`src/rtl/ascon_output_collector_pkg.sv`:
```
`default_nettype none
// +----------------------------------------------------------------------------+
// | ascon_output_collector_pkg                                                 |
// | Shared types and constants for the Ascon output collector.                 |
// | Revision: 1.0                                                              |
// +----------------------------------------------------------------------------+
package ascon_output_collector_pkg;

    localparam int TAG_W = 128;

    typedef enum logic [2:0] {
        S_IDLE    = 3'd0,
        S_COLLECT = 3'd1,
        S_TAG_HI  = 3'd2,
        S_TAG_LO  = 3'd3,
        S_DONE    = 3'd4
    } collector_state_t;

endpackage : ascon_output_collector_pkg
`default_nettype wire

```
`src/rtl/ascon_output_collector_if.sv`:
```
`default_nettype none
// +----------------------------------------------------------------------------+
// | ascon_output_collector_if                                                  |
// | Host-side valid/ready beat stream carrying cipher words and tag halves.    |
// | Revision: 1.0                                                              |
// +----------------------------------------------------------------------------+
interface ascon_output_collector_if #(
    parameter int DATA_W = 64
);

    logic              out_valid_o;
    logic [DATA_W-1:0] out_data_o;
    logic              out_is_tag_o;
    logic              out_last_o;
    logic              out_ready_i;

    modport master (
        output out_valid_o,
        output out_data_o,
        output out_is_tag_o,
        output out_last_o,
        input  out_ready_i
    );

    modport slave (
        input  out_valid_o,
        input  out_data_o,
        input  out_is_tag_o,
        input  out_last_o,
        output out_ready_i
    );

endinterface : ascon_output_collector_if
`default_nettype wire

```
`src/rtl/ascon_output_collector_out_fifo.sv`:
```
`default_nettype none
// +----------------------------------------------------------------------------+
// | ascon_output_collector_out_fifo                                            |
// | Synchronous cipher-word FIFO with flush; head read straight from storage.  |
// | Revision: 1.0                                                              |
// +----------------------------------------------------------------------------+
module ascon_output_collector_out_fifo #(
    parameter int DATA_W = 64,
    parameter int DEPTH  = 4
) (
    input  logic              clk,
    input  logic              rst_n,
    input  logic              flush,
    input  logic              push,
    input  logic [DATA_W-1:0] push_data,
    input  logic              pop,
    output logic              full,
    output logic              empty,
    output logic [DATA_W-1:0] head
);

    localparam int PTR_W = (DEPTH > 2) ? $clog2(DEPTH) : 1;
    localparam logic [PTR_W:0] FULL_CNT = (PTR_W + 1)'(DEPTH);

    logic [DATA_W-1:0] mem [DEPTH];
    logic [PTR_W-1:0]  wr_ptr;
    logic [PTR_W-1:0]  rd_ptr;
    logic [PTR_W:0]    count;
    logic              push_ok;
    logic              pop_ok;

    assign empty   = (count == '0);
    assign full    = (count == FULL_CNT);
    // A push into a full FIFO is only taken when the head leaves in the same cycle.
    assign push_ok = push & (~full | pop);
    assign pop_ok  = pop & ~empty;
    assign head    = mem[rd_ptr];

    always_ff @(posedge clk or negedge rst_n) begin
        if (!rst_n) begin
            for (int i = 0; i < DEPTH; i++) begin
                mem[i] <= '0;
            end
            wr_ptr <= '0;
            rd_ptr <= '0;
            count  <= '0;
        end else if (flush) begin
            wr_ptr <= '0;
            rd_ptr <= '0;
            count  <= '0;
        end else begin
            if (push_ok) begin
                mem[wr_ptr] <= push_data;
                wr_ptr      <= wr_ptr + PTR_W'(1);
            end
            if (pop_ok) begin
                rd_ptr <= rd_ptr + PTR_W'(1);
            end
            case ({push_ok, pop_ok})
                2'b10:   count <= count + (PTR_W + 1)'(1);
                2'b01:   count <= count - (PTR_W + 1)'(1);
                default: count <= count;
            endcase
        end
    end

endmodule : ascon_output_collector_out_fifo
`default_nettype wire

```
`src/rtl/ascon_output_collector.sv`:
```
`default_nettype none
// +----------------------------------------------------------------------------+
// | ascon_output_collector                                                     |
// | Buffers Ascon cipher words and tag, replays them as a 64-bit beat stream.  |
// | Revision: 1.0                                                              |
// +----------------------------------------------------------------------------+
module ascon_output_collector
    import ascon_output_collector_pkg::*;
#(
    parameter int DATA_W     = 64,
    parameter int NB_BLOCKS  = 3,
    parameter int FIFO_DEPTH = 4
) (
    input  logic                     clock_i,
    input  logic                     resetb_i,
    input  logic                     start_i,
    input  logic                     cipher_valid_i,
    input  logic [DATA_W-1:0]        cipher_i,
    input  logic                     end_i,
    input  logic [TAG_W-1:0]         tag_i,
    ascon_output_collector_if.master out_bus,
    output logic                     done_o,
    output logic                     err_o
);

    localparam int CNT_W = $clog2(NB_BLOCKS + 1);
    localparam logic [CNT_W-1:0] NB_CNT = CNT_W'(NB_BLOCKS);

    collector_state_t  state_q;
    collector_state_t  state_d;
    logic              start_q;
    logic              end_q;
    logic [TAG_W-1:0]  tag_q;
    logic              tag_ok_q;
    logic [CNT_W-1:0]  sent_cnt_q;
    logic [CNT_W-1:0]  cap_cnt_q;
    logic              err_q;

    logic              start_rise;
    logic              tag_edge;
    logic              in_collect;
    logic              push_req;
    logic              overflow;
    logic              push_acc;
    logic              stray;
    logic              premature;
    logic              cipher_done;
    logic [CNT_W:0]    cap_after;

    logic              fifo_full;
    logic              fifo_empty;
    logic              fifo_pop;
    logic [DATA_W-1:0] fifo_head;

    logic              beat_valid;
    logic [DATA_W-1:0] beat_data;
    logic              beat_is_tag;
    logic              beat_last;
    logic              done_flag;

    assign start_rise  = start_i & ~start_q;
    assign tag_edge    = end_i & ~end_q;
    assign in_collect  = (state_q == S_COLLECT);
    // A restart edge discards whatever strobe arrives alongside it.
    assign push_req    = cipher_valid_i & in_collect & ~start_rise;
    assign overflow    = push_req & fifo_full & ~fifo_pop;
    assign push_acc    = push_req & ~overflow;
    assign stray       = cipher_valid_i & ~in_collect & ~start_rise;
    assign cipher_done = (sent_cnt_q == NB_CNT) & tag_ok_q;
    // A word captured in the same cycle as the tag edge still counts toward the message.
    assign cap_after   = {1'b0, cap_cnt_q} + {{CNT_W{1'b0}}, push_acc};
    assign premature   = tag_edge & in_collect & (cap_after < {1'b0, NB_CNT});

    ascon_output_collector_out_fifo #(
        .DATA_W (DATA_W),
        .DEPTH  (FIFO_DEPTH)
    ) u_out_fifo (
        .clk       (clock_i),
        .rst_n     (resetb_i),
        .flush     (start_rise),
        .push      (push_acc),
        .push_data (cipher_i),
        .pop       (fifo_pop),
        .full      (fifo_full),
        .empty     (fifo_empty),
        .head      (fifo_head)
    );

    always_ff @(posedge clock_i or negedge resetb_i) begin
        if (!resetb_i) begin
            state_q <= S_IDLE;
        end else begin
            state_q <= state_d;
        end
    end

    always_comb begin
        state_d     = state_q;
        beat_valid  = 1'b0;
        beat_data   = '0;
        beat_is_tag = 1'b0;
        beat_last   = 1'b0;
        done_flag   = 1'b0;
        fifo_pop    = 1'b0;
        unique case (state_q)
            S_IDLE: begin
                if (start_rise) state_d = S_COLLECT;
            end
            S_COLLECT: begin
                beat_valid = ~fifo_empty & ~cipher_done;
                beat_data  = beat_valid ? fifo_head : '0;
                fifo_pop   = beat_valid & out_bus.out_ready_i;
                if (!start_rise && cipher_done) state_d = S_TAG_HI;
            end
            S_TAG_HI: begin
                beat_valid  = 1'b1;
                beat_data   = tag_q[TAG_W-1 -: DATA_W];
                beat_is_tag = 1'b1;
                if (start_rise)               state_d = S_COLLECT;
                else if (out_bus.out_ready_i) state_d = S_TAG_LO;
            end
            S_TAG_LO: begin
                beat_valid  = 1'b1;
                beat_data   = tag_q[DATA_W-1:0];
                beat_is_tag = 1'b1;
                beat_last   = 1'b1;
                if (start_rise)               state_d = S_COLLECT;
                else if (out_bus.out_ready_i) state_d = S_DONE;
            end
            S_DONE: begin
                done_flag = 1'b1;
                if (start_rise) state_d = S_COLLECT;
            end
            default: state_d = S_IDLE;
        endcase
    end

    always_ff @(posedge clock_i or negedge resetb_i) begin
        if (!resetb_i) begin
            start_q    <= 1'b0;
            end_q      <= 1'b0;
            tag_q      <= '0;
            tag_ok_q   <= 1'b0;
            sent_cnt_q <= '0;
            cap_cnt_q  <= '0;
            err_q      <= 1'b0;
        end else begin
            start_q <= start_i;
            end_q   <= end_i;
            if (start_rise) begin
                tag_ok_q   <= 1'b0;
                sent_cnt_q <= '0;
                cap_cnt_q  <= '0;
                err_q      <= 1'b0;
            end else begin
                if (fifo_pop && sent_cnt_q != NB_CNT) begin
                    sent_cnt_q <= sent_cnt_q + CNT_W'(1);
                end
                if (push_acc && cap_cnt_q != NB_CNT) begin
                    cap_cnt_q <= cap_cnt_q + CNT_W'(1);
                end
                // Only the first cycle of the end level carries a fresh tag.
                if (tag_edge && in_collect) begin
                    tag_q    <= tag_i;
                    tag_ok_q <= 1'b1;
                end
                if (overflow || stray || premature) begin
                    err_q <= 1'b1;
                end
            end
        end
    end

    assign out_bus.out_valid_o  = beat_valid;
    assign out_bus.out_data_o   = beat_data;
    assign out_bus.out_is_tag_o = beat_is_tag;
    assign out_bus.out_last_o   = beat_last;
    assign done_o               = done_flag;
    assign err_o                = err_q;

endmodule : ascon_output_collector
`default_nettype wire
```
`src/flat_wrapper.sv`:
```
// flat-port wrapper written by rule: the top's interface ports become plain ports
module ascon_output_collector_flat import ascon_output_collector_pkg::*;
#(
    parameter int DATA_W     = 64,
    parameter int NB_BLOCKS  = 3,
    parameter int FIFO_DEPTH = 4
)
  (clock_i, resetb_i, start_i, cipher_valid_i, cipher_i, end_i, tag_i, done_o, err_o, out_bus_out_valid_o, out_bus_out_data_o, out_bus_out_is_tag_o, out_bus_out_last_o, out_bus_out_ready_i);
  ascon_output_collector_if #(.DATA_W(DATA_W)) out_bus_i ();
  input  logic clock_i;
  input  logic resetb_i;
  input  logic start_i;
  input  logic cipher_valid_i;
  input  logic [DATA_W-1:0] cipher_i;
  input  logic end_i;
  input  logic [TAG_W-1:0] tag_i;
  output logic done_o;
  output logic err_o;
  output wire logic [$bits(out_bus_i.out_valid_o)-1:0] out_bus_out_valid_o;
  output wire logic [$bits(out_bus_i.out_data_o)-1:0] out_bus_out_data_o;
  output wire logic [$bits(out_bus_i.out_is_tag_o)-1:0] out_bus_out_is_tag_o;
  output wire logic [$bits(out_bus_i.out_last_o)-1:0] out_bus_out_last_o;
  input wire logic [$bits(out_bus_i.out_ready_i)-1:0] out_bus_out_ready_i;
  assign out_bus_out_valid_o = out_bus_i.out_valid_o;
  assign out_bus_out_data_o = out_bus_i.out_data_o;
  assign out_bus_out_is_tag_o = out_bus_i.out_is_tag_o;
  assign out_bus_out_last_o = out_bus_i.out_last_o;
  assign out_bus_i.out_ready_i = out_bus_out_ready_i;
  ascon_output_collector #(.DATA_W(DATA_W), .NB_BLOCKS(NB_BLOCKS), .FIFO_DEPTH(FIFO_DEPTH)) u_core (.clock_i(clock_i), .resetb_i(resetb_i), .start_i(start_i), .cipher_valid_i(cipher_valid_i), .cipher_i(cipher_i), .end_i(end_i), .tag_i(tag_i), .out_bus(out_bus_i), .done_o(done_o), .err_o(err_o));
endmodule
```
`config.mk`:
```
export PLATFORM = sky130hd
export DESIGN_NAME = ascon_output_collector_flat
export DESIGN_NICKNAME = d
export VERILOG_FILES = /design/src/rtl/ascon_output_collector_pkg.sv /design/src/rtl/ascon_output_collector_if.sv /design/src/rtl/ascon_output_collector_out_fifo.sv /design/src/rtl/ascon_output_collector.sv /design/src/flat_wrapper.sv
export SDC_FILE = /design/constraint.sdc
export NUM_CORES = 1
export LEC_CHECK = 0
export ABC_AREA = 1
export CAP_MARGIN = 20
export CORE_MARGIN = 3
export CORE_UTILIZATION = 59
export DETAILED_ROUTE_END_ITERATION = 10
export GPL_ROUTABILITY_DRIVEN = 0
export PLACE_DENSITY = 0.95
export REMOVE_ABC_BUFFERS = 1
export SLEW_MARGIN = 15
export SYNTH_ARGS = -nofsm -noshare
export SYNTH_HDL_FRONTEND = slang
export SYNTH_SLANG_ARGS = --single-unit
export TNS_END_PERCENT = 50
```
`constraint.sdc`:
```
create_clock -name clock_i -period 3.9 [get_ports clock_i]
set_clock_uncertainty 0.1 [all_clocks]
set_input_delay 1.17 -clock clock_i [delete_from_list [all_inputs] [get_ports clock_i]]
set_output_delay 1.17 -clock clock_i [all_outputs]
set_load 0.05 [all_outputs]
```
==> flow_results.org <==
** STA
- On the final layout, the worst hold slack is 0.370 ns.
- For the final routed database, the setup TNS stands at 0 ns.
- Setup repair after global routing missed its margin :: false
- The worst path uses 97.4% of the clock period.
- The number of failing hold endpoints at the final stage is 0.
- The number of max-slew violations in the final report is 0.
- Slew headroom :: 36.7%
- Measured slew at the worst slew-check pin :: 0.950 ns
- Final count of negative-setup-slack endpoints :: 0
- Highest attainable clock frequency :: 0.263 GHz
- Final critical path time including I/O delays and setup :: 3.80 ns

** Worst setup path
- Tracing the worst setup path back leads to its startpoint at u_core.u_out_fifo.rd_ptr[0]$_DFFE_PN0P_.
- Cell Chain, Critical Path :: buf_6 > o21ai_0 > o22ai_1 > a22oi_1 > nand2_1 > buf_12
- Crit Path Class :: reg -> out
- For the worst setup path, the data arrival time is 2.53 ns.
- In this design, the largest share of critical-path delay is due to compound AO/OA/AOI/OAI gates.
- Kind of start point of the critical path :: flop
- The startpoint identified for the worst register-to-register timing path is u_core.state_q[1]$_DFFE_PN0P_.
- Largest incremental delay on the critical path :: 0.45 ns
- The slowest stage of the critical path belongs to the cell sky130_fd_sc_hd__dfrtp_4.
- Worst setup EP type :: primary output
- For the worst setup path, the data required time is 2.63 ns.
- Max FO, Critical Path :: 74
- Crit path buffers/inverters :: 2

** Cells and area
- In the final layout, the share of cells above drive strength 1 is 8.08%.
- The filler cells instantiated in the layout total 1753.
- Area occupied by registers :: 0.0101 mm2
- Summing all multi-input logic gate instances after layout gives 0.00689 mm2.
- Commonest non-fill, non-tap cell in the layout :: sky130_fd_sc_hd__nand2_1
- In the final design database the tool counted 2564 nets.
- Area growth, synth to finish :: 26.8%
- Leaving out fill and tap cells, the most frequent cells in the layout are sky130_fd_sc_hd__nand2_1, sky130_fd_sc_hd__dfrtp_1, sky130_fd_sc_hd__o21ai_0.

** Clocking
- Clock-pin slew was measured on the worst setup and hold paths at 0.06 ns.
- Maximum root-to-sink buffer count :: 3
- Counting every sink on the clock net gives 402.
- Total CTS buffers :: 41
- Maximum level of the CTS H-tree :: 2
- CTS tree :: built
- At the later pin of the worst-skew pair, clock insertion delay measures 0.53 ns.
- In this run the clock root is driven by a sky130_fd_sc_hd__clkbuf_16.

** Power and ir drop
- Sw Share :: 40.6%
- Internal portion of total power :: 11.6 mW
- Design Power :: 19.6 mW
- The worst-case IR drop observed on VDD is 0.596 mV.
- Leak :: 11.2 nW
- Per report_power, the sequential group accounts for 35.3% of the total.
- Combinational fraction of design power :: 43.7%
- For this design the total switching power over the nets is 7.97 mW.
- Clock network fraction of total power :: 21.1%
- For this design the ratio of total power to cell area is 853 mW/mm2.

** Detailed routing
- Number of vias after detailed routing :: 17018
- After detailed routing, the average wire length per cell comes to 19.6 um.
- The first detailed-routing pass ran for 6 iterations.
- DR iter-0 viols :: 2299
- Detailed Route WL :: 54500 um
- Number of routed nets with antenna violations :: 0
- Using the TritonRoute via totals, the vias-per-cell ratio works out to 6.12.
- DRC Markers :: 0

** Floorplanning
- Number of ports placed on the die boundary :: 267
- Die Ht :: 181 um
- Cell Rows :: 63
- The floorplan step defined a die boundary enclosing 0.0329 mm2.
- Placeable core area :: 0.0300 mm2
- Chip width :: 181 um
- Starting density of the core :: 60.5%

** Yosys
- Syn Area/Cell :: 8.38 um2
- The synthesized design contains 402 register bits.
- The mapped netlist covers 0.0181 mm2.
- The synthesized netlist contains 28 unique library cells.
- Proportion of synthesized chip area in sequential cells :: 55.5%
- Number of instances in the synthesized netlist :: 2163
- Number of warnings issued by yosys :: 0

** GRT
- The first global-routing pass estimated 87500 um of wire.
- Summed over all layers, the global routing overflow is 0.
- Vias in the first global route :: 17688
- Global routing used 32.4% of the available tracks.
- Entering global routing, the biggest net connects 91 pins.
- Number of antenna violations at the first check in global routing :: 1

** Status
- The run finished with clean final reports.

** Place
- Buffers placed on the I/O ports in this run total 266.
- HPWL after detailed placement :: 32500 um

** Hold path
- Hold Path Origin :: u_core.tag_q[65]$_DFFE_PN0P_
- Worst hold path type :: reg -> reg

** Run
- Max-cap violations in this run came to 0.
==> tightest hold or removal path, stage by stage, from the launching register on <==
cell and delay, ns:
sky130_fd_sc_hd__dfrtp_1 0.34, sky130_fd_sc_hd__nand2_1 0.05, sky130_fd_sc_hd__nand2_1 0.04
==> flip-flops by register name, indices dropped and copies added (netlist names) <==
| register | flops |
|---|---|
| u_core.u_out_fifo.mem | 256 |
| u_core.tag_q | 128 |
| u_core.state_q | 3 |
| u_core.u_out_fifo.count | 3 |
| u_core.cap_cnt_q | 2 |
| u_core.sent_cnt_q | 2 |
| u_core.u_out_fifo.rd_ptr | 2 |
| u_core.u_out_fifo.wr_ptr | 2 |
| u_core.end_q | 1 |
| u_core.err_o | 1 |
| u_core.start_q | 1 |
| u_core.tag_ok_q | 1 |
==> final timing paths <==
path / slack (ns) / end / depth (start not counted)
max in group asynchronous: 2.24 / u_core.u_out_fifo.mem[160]$_DFFE_PN0P_ / 2
setup / recovery: 0.10 / out_bus_out_data_o[14] / 6
hold / removal: 0.37 / u_core.tag_q[65]$_DFFE_PN0P_ / 2
hold reg to reg: 0.37 / u_core.tag_q[65]$_DFFE_PN0P_ / 2
min in group asynchronous: 0.57 / u_core.tag_q[62]$_DFFE_PN0P_ / 1
setup reg to reg: 1.31 / u_core.u_out_fifo.count[2]$_DFFE_PN0P_ / 11
==> synth_stat cells <==
cell	n	area [um2]
sky130_fd_sc_hd__a21oi_1	5	25.0
sky130_fd_sc_hd__a22oi_1	45	338
sky130_fd_sc_hd__buf_1	5	18.8
sky130_fd_sc_hd__buf_2	48	240
sky130_fd_sc_hd__buf_4	18	135
sky130_fd_sc_hd__buf_6	27	304
sky130_fd_sc_hd__clkbuf_1	56	210
sky130_fd_sc_hd__dfrtp_1	402	10100
sky130_fd_sc_hd__fa_1	1	20.0
sky130_fd_sc_hd__ha_1	9	113
sky130_fd_sc_hd__inv_1	83	312
sky130_fd_sc_hd__inv_2	3	11.3
sky130_fd_sc_hd__nand2_1	756	2840
sky130_fd_sc_hd__nand2_4	1	11.3
sky130_fd_sc_hd__nand3_1	93	465
sky130_fd_sc_hd__nand3_2	5	50.1
sky130_fd_sc_hd__nand4_4	1	21.3
sky130_fd_sc_hd__nor2_1	137	514
sky130_fd_sc_hd__nor2_2	2	12.5
sky130_fd_sc_hd__nor2_4	1	11.3
sky130_fd_sc_hd__nor3_1	3	15.0
sky130_fd_sc_hd__nor3_2	1	10.0
sky130_fd_sc_hd__o2111ai_1	1	8.76
sky130_fd_sc_hd__o211ai_1	1	7.51
sky130_fd_sc_hd__o21ai_0	372	1860
sky130_fd_sc_hd__o21ai_1	21	105
sky130_fd_sc_hd__o22ai_1	64	400
sky130_fd_sc_hd__xnor2_1	2	17.5
==> final cells by class <==
| cell class | count | share of cell area (%) |
|---|---|---|
| multi-input cells | 1521 | 30.0 |
| diodes | 1 | 0.0109 |
| well taps | 390 | 2.12 |
| flip-flops and latches | 402 | 43.8 |
| clock buffers | 62 | 5.47 |
| clock inverters | 13 | 0.767 |
| inverters | 86 | 1.45 |
| repair buffers | 304 | 16.4 |
==> per-layer routing <==
layer,global-route usage (%),share of wire [%]
met1,40.6,37
met2,53.4,49
met3,7.37,9.8
met4,16.1,4.5
met5,0,0
==> stage by stage <==
stage | std cells | utilization (%) | setup slack [ns] | area (um2)
2_1_floorplan | 2009 | - | -4.80 | 17200
3_3_place_gp | 2703 | 71.9 | 0.490 | 21500
3_5_place_dp | 2703 | 71.9 | 0.409 | 21500
4_1_cts | 2778 | 76.7 | 0.0614 | 23000
5_1_grt | 2778 | 76.8 | 0.0503 | 23000
6_report | 2779 | 76.8 | 0.100 | 23000
==> cell families after synthesis <==
logic type,count (synthesis),synth area share (%)
simple gates,1000,21.8
compound gates,509,15.1
flops,402,55.5
buf+inv,240,6.79
fa+ha+maj,10,0.731
xor+xnor,2,0.0966
==> power by group through the flow <==
stage / Combinational, mW / Clock (mW) / Sequential (mW)
finish: 8.56 / 4.13 / 6.92
floorplan: 4.69 / 0 / 6.63
detailed placement: 8.31 / 0 / 6.85
CTS: 8.50 / 4.15 / 6.84
global route: 9.17 / 4.32 / 7.03
global placement: 7.97 / 0 / 6.70
==> what timing repair did <==
item,in CTS,in global routing
setup endpoints to repair,1,5
hold buffers,0,0
resized for setup,1,4
setup buffers,0,0
(Power assumes the default switching activity.)
